$ cat src/rtl/fic0_apb_timer_slave.sv
// APB3 completer on the FIC_0 fabric side: ID, scratch and a 32-bit down-counting timer
// with a level interrupt, plus a configurable PREADY stall to exercise the master's wait path.
module fic0_apb_timer_slave #(
    parameter int unsigned WAIT_STATES = 1,
    parameter logic [31:0] ID_VALUE    = 32'h5346_0001
) (
    input  logic        MCCC_CLK_BASE,
    input  logic        MSS_RESET_N_M2F,
    input  logic [31:0] PADDR,
    input  logic        PSEL,
    input  logic        PENABLE,
    input  logic        PWRITE,
    input  logic [31:0] PWDATA,
    output logic [31:0] PRDATA,
    output logic        PREADY,
    output logic        PSLVERR,
    output logic        TIMER_IRQ
);
    localparam logic [3:0] WAIT_INIT = 4'(WAIT_STATES);

    // Handshake: a transfer completes on the edge where PSEL, PENABLE and PREADY are all high;
    // PRDATA and PSLVERR are meaningful only in that cycle and are forced to 0 otherwise.
    typedef enum logic {IDLE = 1'b0, ACCESS = 1'b1} state_t;

    state_t      state;
    logic [3:0]  wait_cnt;
    logic [31:0] scratch;
    logic [31:0] load;
    logic [31:0] count;
    logic [2:0]  ctrl;
    logic        pending;

    logic [5:0]  idx;
    logic        bad_addr;
    logic        ro_write;
    logic        complete;
    logic        wr_ok;
    logic        scratch_wr, ctrl_wr, load_wr, status_wr;
    logic        expire;
    logic [31:0] rd_mux;
    logic        unused_paddr;

    assign idx          = PADDR[7:2];
    assign unused_paddr = ^{PADDR[31:8], PADDR[1:0]};
    assign bad_addr     = idx > 6'd5;
    assign ro_write     = PWRITE && (idx == 6'd0 || idx == 6'd4);

    assign PREADY   = (state == ACCESS) && (wait_cnt == 4'd0);
    assign complete = PSEL && PENABLE && PREADY;
    assign wr_ok    = complete && PWRITE && !bad_addr && !ro_write;

    assign scratch_wr = wr_ok && idx == 6'd1;
    assign ctrl_wr    = wr_ok && idx == 6'd2;
    assign load_wr    = wr_ok && idx == 6'd3;
    assign status_wr  = wr_ok && idx == 6'd5;

    // A LOAD write takes priority over the timer reaching zero on the same edge.
    assign expire = ctrl[0] && (count == 32'd0) && !load_wr;

    always_comb begin
        rd_mux = 32'd0;
        case (idx)
            6'd0:    rd_mux = ID_VALUE;
            6'd1:    rd_mux = scratch;
            6'd2:    rd_mux = {29'd0, ctrl};
            6'd3:    rd_mux = load;
            6'd4:    rd_mux = count;
            6'd5:    rd_mux = {31'd0, pending};
            default: rd_mux = 32'd0;
        endcase
    end

    assign PRDATA    = (PREADY && !PWRITE) ? rd_mux : 32'd0;
    assign PSLVERR   = PREADY && (bad_addr || ro_write);
    assign TIMER_IRQ = pending && ctrl[2];

    always_ff @(posedge MCCC_CLK_BASE or negedge MSS_RESET_N_M2F) begin
        if (!MSS_RESET_N_M2F) begin
            state    <= IDLE;
            wait_cnt <= 4'd0;
        end else begin
            case (state)
                IDLE: begin
                    if (PSEL && !PENABLE) begin
                        state    <= ACCESS;
                        wait_cnt <= WAIT_INIT;
                    end
                end
                ACCESS: begin
                    // PSEL dropping before completion is an abort: no register side effect.
                    if (!PSEL || complete) begin
                        state <= IDLE;
                    end else if (wait_cnt != 4'd0) begin
                        wait_cnt <= wait_cnt - 4'd1;
                    end
                end
                default: state <= IDLE;
            endcase
        end
    end

    always_ff @(posedge MCCC_CLK_BASE or negedge MSS_RESET_N_M2F) begin
        if (!MSS_RESET_N_M2F) begin
            scratch <= 32'd0;
            load    <= 32'd0;
            count   <= 32'd0;
            ctrl    <= 3'd0;
            pending <= 1'b0;
        end else begin
            if (scratch_wr) scratch <= PWDATA;

            if (load_wr) begin
                load  <= PWDATA;
                count <= PWDATA;
            end else if (ctrl[0] && count != 32'd0) begin
                count <= count - 32'd1;
            end else if (expire && ctrl[1]) begin
                count <= load;
            end

            // Firmware's CTRL write beats the one-shot EN self-clear.
            if (ctrl_wr) begin
                ctrl <= PWDATA[2:0];
            end else if (expire && !ctrl[1]) begin
                ctrl[0] <= 1'b0;
            end

            // Hardware set beats a write-1-to-clear on the same edge.
            if (expire) begin
                pending <= 1'b1;
            end else if (status_wr && PWDATA[0]) begin
                pending <= 1'b0;
            end
        end
    end
endmodule

$ cat config.mk
export PLATFORM = sky130hd
export DESIGN_NAME = fic0_apb_timer_slave
export DESIGN_NICKNAME = d
export VERILOG_FILES = /design/src/rtl/fic0_apb_timer_slave.sv
export SDC_FILE = /design/constraint.sdc
export NUM_CORES = 1
export LEC_CHECK = 0
export CAP_MARGIN = 25
export CORE_ASPECT_RATIO = 0.75
export CORE_MARGIN = 4
export CORE_UTILIZATION = 53
export DETAILED_ROUTE_END_ITERATION = 12
export PLACE_DENSITY_LB_ADDON = 0.05
export SETUP_SLACK_MARGIN = 0.15
export SLEW_MARGIN = 25
export SYNTH_ARGS = -nofsm -noshare
export SYNTH_HDL_FRONTEND = slang
export SYNTH_SLANG_ARGS = --single-unit
$ cat constraint.sdc
create_clock -name MCCC_CLK_BASE -period 4.1 [get_ports MCCC_CLK_BASE]
set_clock_uncertainty 0.15 [all_clocks]
set_input_delay 1.025 -clock MCCC_CLK_BASE [delete_from_list [all_inputs] [get_ports MCCC_CLK_BASE]]
set_output_delay 1.025 -clock MCCC_CLK_BASE [all_outputs]
set_load 0.01 [all_outputs]
==> out/metrics.cfg, run 1 <==
[power]
swShare_pct = 26.7
power_frac_comb_pct = 12.2
leakagePower_uw = 0.00315
pwr-share-clk_pct = 39.4
intPower_uw = 1700
switchingPower_uw = 619
ir_worst_vdd_mv = 0.220
p_per_area_nw_per_um2 = 318
pwr-share-seq_pct = 48.4
total_power_uw = 2320

[die]
dieArea_um2 = 12700
row_count = 32
start_util_pct = 55.2
die_height_um = 98.5
design.core.area_um2 = 10500
io_pins = 104
fp.dieW_um = 129

[drt]
firstDrtPassIters = 6
drt-initial-drc-count = 612
num_vias = 5660
via_per_inst = 6.45
avgRoutedWirePerCell_um = 20.5
routed_wl_mm = 18.0
drtAntennaViolNets = 0
drc = 0

[status]
outcome = finished, final reports clean

[synthesis]
synthFlopType = dfrtp_1
synth-edff-count = 0
syn_avg_cell_area_um2 = 8.91
netlist_instances = 650
yosysTopAreaCell = dfrtp_1
synth_seq_cells = 105
yosysTopAreaCellShare_pct = 45.4
synth_nets = 722
syn-cell-area_um2 = 5790
synth-seq-area-share_pct = 45.4
async_reset_ff_share_pct = 100
synth_area_leaders = dfrtp_1 (45%), nand2_1 (8.4%), mux2_2 (6.6%)
synth.distinct_cells = 62
ys_warn_count = 0

[critical_path]
required_ns = 2.92
worstPathMaxFanout = 9
worstSetupPathType = in2out
critical_path_arrival_ns = 2.78
start_kind = input port
endpoint_kind = output pin
r2r_cells = 8

[clock_tree]
root_buffer = clkbuf_16
clock_sinks = 105
cts_tree = built
h-tree-depth = 3
numCtsBuffers = 9
clk_path_buf_depth = 2
insertion_delay_ns = 0.36
clk_pin_slew_ns = 0.07

[final_layout]
layout.nets = 809
drive_above_1_share_pct = 20.1
final_common_cell = nand2_1
post-route-util_pct = 69.7
mostFrequentLayoutCells = nand2_1 (128), dfrtp_1 (105), nor2_1 (68), clkdlybuf4s50_1 (38), mux2_2 (34)
area_growth_pct = 26.3
diodes = 0

[grt]
grt.total_usage_pct = 28.3
gr-total-overflow = 0
grt_max_degree = 61
grt_pass1_vias = 5576
grt_pass1_wl_mm = 28.8
antenna_found_initial = 0

[timing]
fin_crit_ns = 3.96
worstMarginPinSlew_ns = 0.760
finalSetupViolCount = 0
rsz0062_at_grt = yes
slew_headroom_pct = 48.9
fin_crit_sh_pct = 96.5
timing.fmax_mhz = 253
hold_viol = 0
final_max_slew_viol_count = 0

[place]
routabilityCongestion = 0.877
dp_hpwl_mm = 12.0
io_buffer_count = 77

[worst_hold_path]
min_path_cells = 2
hp-class = reg2reg

[flow_run]
cap_violations = 0

cell type report:
cell class / count / area (um^2)
Clock buffer: 10 / 239
Clock inverter: 6 / 72.6
Fill cell: 833 / 3180
Inverter: 11 / 41.3
Multi-Input combinational cell: 488 / 3010
Sequential cell: 105 / 2630
Tap cell: 136 / 170
Timing Repair Buffer: 122 / 1150
Yosys cell counts, types with 2 or more instances:
cell type,n
a22o_1,2
a21o_1,3
mux2i_1,2
and4_1,2
and3_1,2
or4_1,8
o22ai_1,10
a221oi_1,9
buf_2,2
a211oi_1,4
inv_1,11
buf_1,3
nand3_1,20
a221o_1,2
a31oi_1,8
or3_1,4
xor2_1,4
o2111ai_1,2
or4_4,2
nor2_1,72
clkbuf_1,39
nand2b_1,2
o211ai_1,4
a21oi_1,26
or2_2,3
o21ai_0,19
a222oi_1,23
dfrtp_1,105
nand2_1,130
mux2_2,34
xnor2_1,7
nand3b_1,4
o31ai_1,7
nand4_1,13
o221ai_1,2
nor3_1,13
o311ai_0,6
and2_1,5
nor4_1,10
ha_1,3
a311oi_1,2
routing by layer:
layer / GRT usage (%) / wire length [um] / up-vias / share of wire [%]
met2: 43.5 / 8230 / 289 / 46
met4: 7.59 / 318 / 0 / 1.8
li1: - / - / 2572 / -
met5: 0 / 0 / - / 0
met3: 7.04 / 1820 / 34 / 10
met1: 40.0 / 7660 / 2765 / 42
metrics by stage:
step	setup TNS, ns	hold WS [ns]	setup WS, ns	area (um^2)	instances
4_1_cts	0	0.361	0.139	7340	876
3_5_place_dp	-10.64	0.339	-0.451	6950	854
2_1_floorplan	0	0.312	0.471	5790	650
5_1_grt	0	0.373	0.0868	7310	878
3_3_place_gp	-10.05	0.333	-0.383	6950	854
6_report	0	0.359	0.142	7310	878
power groups by stage:
stage	combinational (uW)	clock (uW)	sequential [uW]
CTS	282	925	1120
global route	312	972	1130
global placement	265	0	1140
detailed placement	277	0	1140
floorplan	143	0	1130
finish	284	915	1120
state kept, by name (all words and copies together), names as in the netlist:
| register | count |
|---|---|
| state | 1 |
| count | 32 |
| wait_cnt | 4 |
| pending | 1 |
| ctrl | 3 |
| load | 32 |
| scratch | 32 |
path summary, 6_finish.rpt:
path	startpoint	to	slack, ns
setup / recovery	PADDR[7]	PRDATA[17]	0.14
hold / removal	load[9]	load[9]	0.36
setup reg to reg	count[0]	count[1]	0.63
hold reg to reg	load[9]	load[9]	0.36
max in group asynchronous	MSS_RESET_N_M2F	load[19]	2.51
min in group asynchronous	MSS_RESET_N_M2F	wait_cnt[2]	0.53
logic make-up after synthesis:
kind of cell | synth area share [%]
and+or+nand+nor | 23.7
AOI/OAI and AO/OA | 17.7
buffers and inverters | 3.93
muxes | 6.96
adders and majority gates | 0.648
DFF | 45.4
xor gates and xnor gates | 1.66
critical path: stages:
cell and delay (ns):
dlygate4sd2_1 0.24, or3_4 0.42, buf_4 0.15, nor2_2 0.09, and2_4 0.22, clkbuf_16 0.18
nand2_1 0.05, a21oi_1 0.22, buf_2 0.18
repair_timing:
action | 4_1_cts | 5_1_grt
pin swaps | 10 | 6
cloned | 1 | 1
buffers inserted | 5 | 1
resized for setup | 100 | 31
hold buffers | 0 | 0
setup endpoints to repair | 32 | 31
Note: power is estimated with default switching activity, not from simulation.
==> inputs of run 2 (changes only) <==
--- a/config.mk
+++ b/config.mk
@@ -8,7 +8,7 @@
 export CAP_MARGIN = 25
 export CORE_ASPECT_RATIO = 0.75
 export CORE_MARGIN = 4
-export CORE_UTILIZATION = 53
+export CORE_UTILIZATION = 48
 export DETAILED_ROUTE_END_ITERATION = 12
 export PLACE_DENSITY_LB_ADDON = 0.05
 export SETUP_SLACK_MARGIN = 0.15
==> constraint.sdc (replaced) <==
create_clock -name MCCC_CLK_BASE -period 3.6 [get_ports MCCC_CLK_BASE]
set_clock_uncertainty 0.15 [all_clocks]
set_input_delay 0.9 -clock MCCC_CLK_BASE [delete_from_list [all_inputs] [get_ports MCCC_CLK_BASE]]
set_output_delay 0.9 -clock MCCC_CLK_BASE [all_outputs]
set_load 0.01 [all_outputs]
==> run 2 against run 1 <==
Against the previous run:
- worst hold slack worse by 0.028 ns
- highest routed layer unchanged
- register-to-register slack worse by 0.30 ns
- total power is 14% higher
- non-clock buffer count is 22 higher
- setup slack worse by 0.036 ns
==> out/metrics.cfg, run 2 (same netlist as run 1, synthesis figures left out) <==
[critical_path]
r2r_cells = 8
worstPathMaxFanout = 6
required_ns = 2.55
worstSetupPathType = in2out
start_kind = input port
endpoint_kind = output pin
critical_path_arrival_ns = 2.44

[clock_tree]
cts_tree = built
clock_sinks = 105
h-tree-depth = 3
clk_path_buf_depth = 2
insertion_delay_ns = 0.35
root_buffer = clkbuf_16
clk_pin_slew_ns = 0.07
holdBufCountCts = 0
numCtsBuffers = 9

[final_layout]
fill_cells = 964
area_growth_pct = 31.5
diodes = 0
mostFrequentLayoutCells = nand2_1 (129), dfrtp_1 (105), nor2_1 (69), buf_4 (44), clkdlybuf4s50_1 (38)
largest_registers = count: 32 flops, load: 32 flops, scratch: 32 flops
layout.nets = 831
multiInputGateArea_um2 = 3050
final_common_cell = nand2_1
regArea_um2 = 2630
drive_above_1_share_pct = 23.6

[power]
ir_worst_vdd_mv = 0.330
leakagePower_uw = 0.00330
total_power_uw = 2640
p_per_area_nw_per_um2 = 347

[die]
die_height_um = 103
row_count = 34
design.core.area_um2 = 11700
fp.dieW_um = 135
dieArea_um2 = 13900
start_util_pct = 49.5
io_pins = 104

[timing]
whs_ns = 0.331
fin_crit_sh_pct = 97.0
final_max_slew_viol_count = 0
timing.fmax_mhz = 286
rsz0062_at_grt = yes
fin_crit_ns = 3.49
worstMarginPinSlew_ns = 0.743
hold_viol = 0
slew_headroom_pct = 50.0
finalSetupViolCount = 0

[status]
outcome = finished, final reports clean

[grt]
grt_pass1_vias = 5643
grt_max_degree = 75
grt.total_usage_pct = 26.9
grt_pass1_wl_mm = 29.5
antenna_found_initial = 0
gr-total-overflow = 0

[drt]
drtAntennaViolNets = 0
num_vias = 5696
avgRoutedWirePerCell_um = 19.8
drc = 0
firstDrtPassIters = 7
drt-initial-drc-count = 514
routed_wl_mm = 18.3
via_per_inst = 6.15

[worst_hold_path]
hp-class = in2async

[place]
dp_hpwl_mm = 12.0
routabilityCongestion = 0.897
io_buffer_count = 77

[flow_run]
cap_violations = 0

-- run 2: cell count changes in the layout (fill, tap and decap cells not counted), moves of 4 or more --
cell | before | now
buf_2 | 9 | 31
a221oi_1 | 6 | 2
clkdlybuf4s15_2 | 5 | 0
buf_4 | 28 | 44
dlygate4sd2_1 | 5 | 0
buf_12 | 10 | 15
clkbuf_2 | 16 | 1
-- run 2: power breakdown --
group / leakage (uW) / switching [uW] / internal, uW / total (uW)
Sequential: 0.00136 / 54.7 / 1220 / 1280
Combinational: 0.00179 / 176 / 161 / 336
Clock: 0.000149 / 478 / 554 / 1030
-- run 2: critical path, stage by stage --
cell      delay (ns)
buf_6           0.09
or3_4           0.39
buf_6           0.15
nor2_4          0.21
buf_12          0.16
buf_16          0.14
buf_12          0.10
a222oi_1        0.06
nor2_1          0.10
buf_2           0.13
-- run 2: cell type report --
| cell class | count | share of cell area (%) |
|---|---|---|
| clock inverter | 7 | 1.10 |
| multi-input combinational | 488 | 40.1 |
| sequential | 105 | 34.5 |
| clock buffer | 9 | 2.96 |
| tap | 162 | 2.66 |
| timing repair buffer | 144 | 18.2 |
| inverter | 11 | 0.542 |
-- run 2: metrics by stage --
stage | instances | setup TNS (ns) | cell area, um^2 | util [%] | setup slack (ns)
finish | 926 | 0 | 7620 | 65.1 | 0.106
global route | 926 | 0 | 7620 | 65.1 | 0.0420
CTS | 921 | 0 | 7490 | 64.0 | 0.172
detailed placement | 891 | -17.60 | 7100 | 60.7 | -0.575
global placement | 891 | -16.67 | 7100 | 60.7 | -0.559
floorplan | 650 | 0 | 5790 | - | 0.221
-- run 2: timing repair --
| item | 4_1_cts | 5_1_grt |
|---|---|---|
| buffers inserted | 11 | 5 |
| pin swaps | 15 | 19 |
| gates cloned | 3 | 0 |
| endpoints found under the setup margin | 33 | 22 |
| resized for setup | 154 | 18 |
-- run 2: routing by layer --
| metal | track usage, % | wire (um) |
|---|---|---|
| met1 | 38.2 | 8250 |
| met2 | 40.1 | 7950 |
| met5 | 0 | 0 |
| met4 | 10.0 | 408 |
| met3 | 6.54 | 1710 |
-- run 2: final timing paths --
check	start	end	slack (ns)
min in group MCCC_CLK_BASE	scratch[17]	scratch[17]	0.36
max in group asynchronous	MSS_RESET_N_M2F	count[16]	2.21
worst max register to register	count[2]	count[30]	0.33
worst min register to register	scratch[17]	scratch[17]	0.36
worst max-delay path	PADDR[5]	PRDATA[29]	0.11
worst min-delay path	MSS_RESET_N_M2F	wait_cnt[2]	0.33
==> inputs of run 3 (changes only) <==
--- a/config.mk
+++ b/config.mk
@@ -9,6 +9,7 @@
 export CORE_ASPECT_RATIO = 0.75
 export CORE_MARGIN = 4
 export CORE_UTILIZATION = 48
+export CTS_CLUSTER_SIZE = 24
 export DETAILED_ROUTE_END_ITERATION = 12
 export PLACE_DENSITY_LB_ADDON = 0.05
 export SETUP_SLACK_MARGIN = 0.15
==> results of run 3 <==
No change in the layout: final DEF, timing and power equal those of run 2.
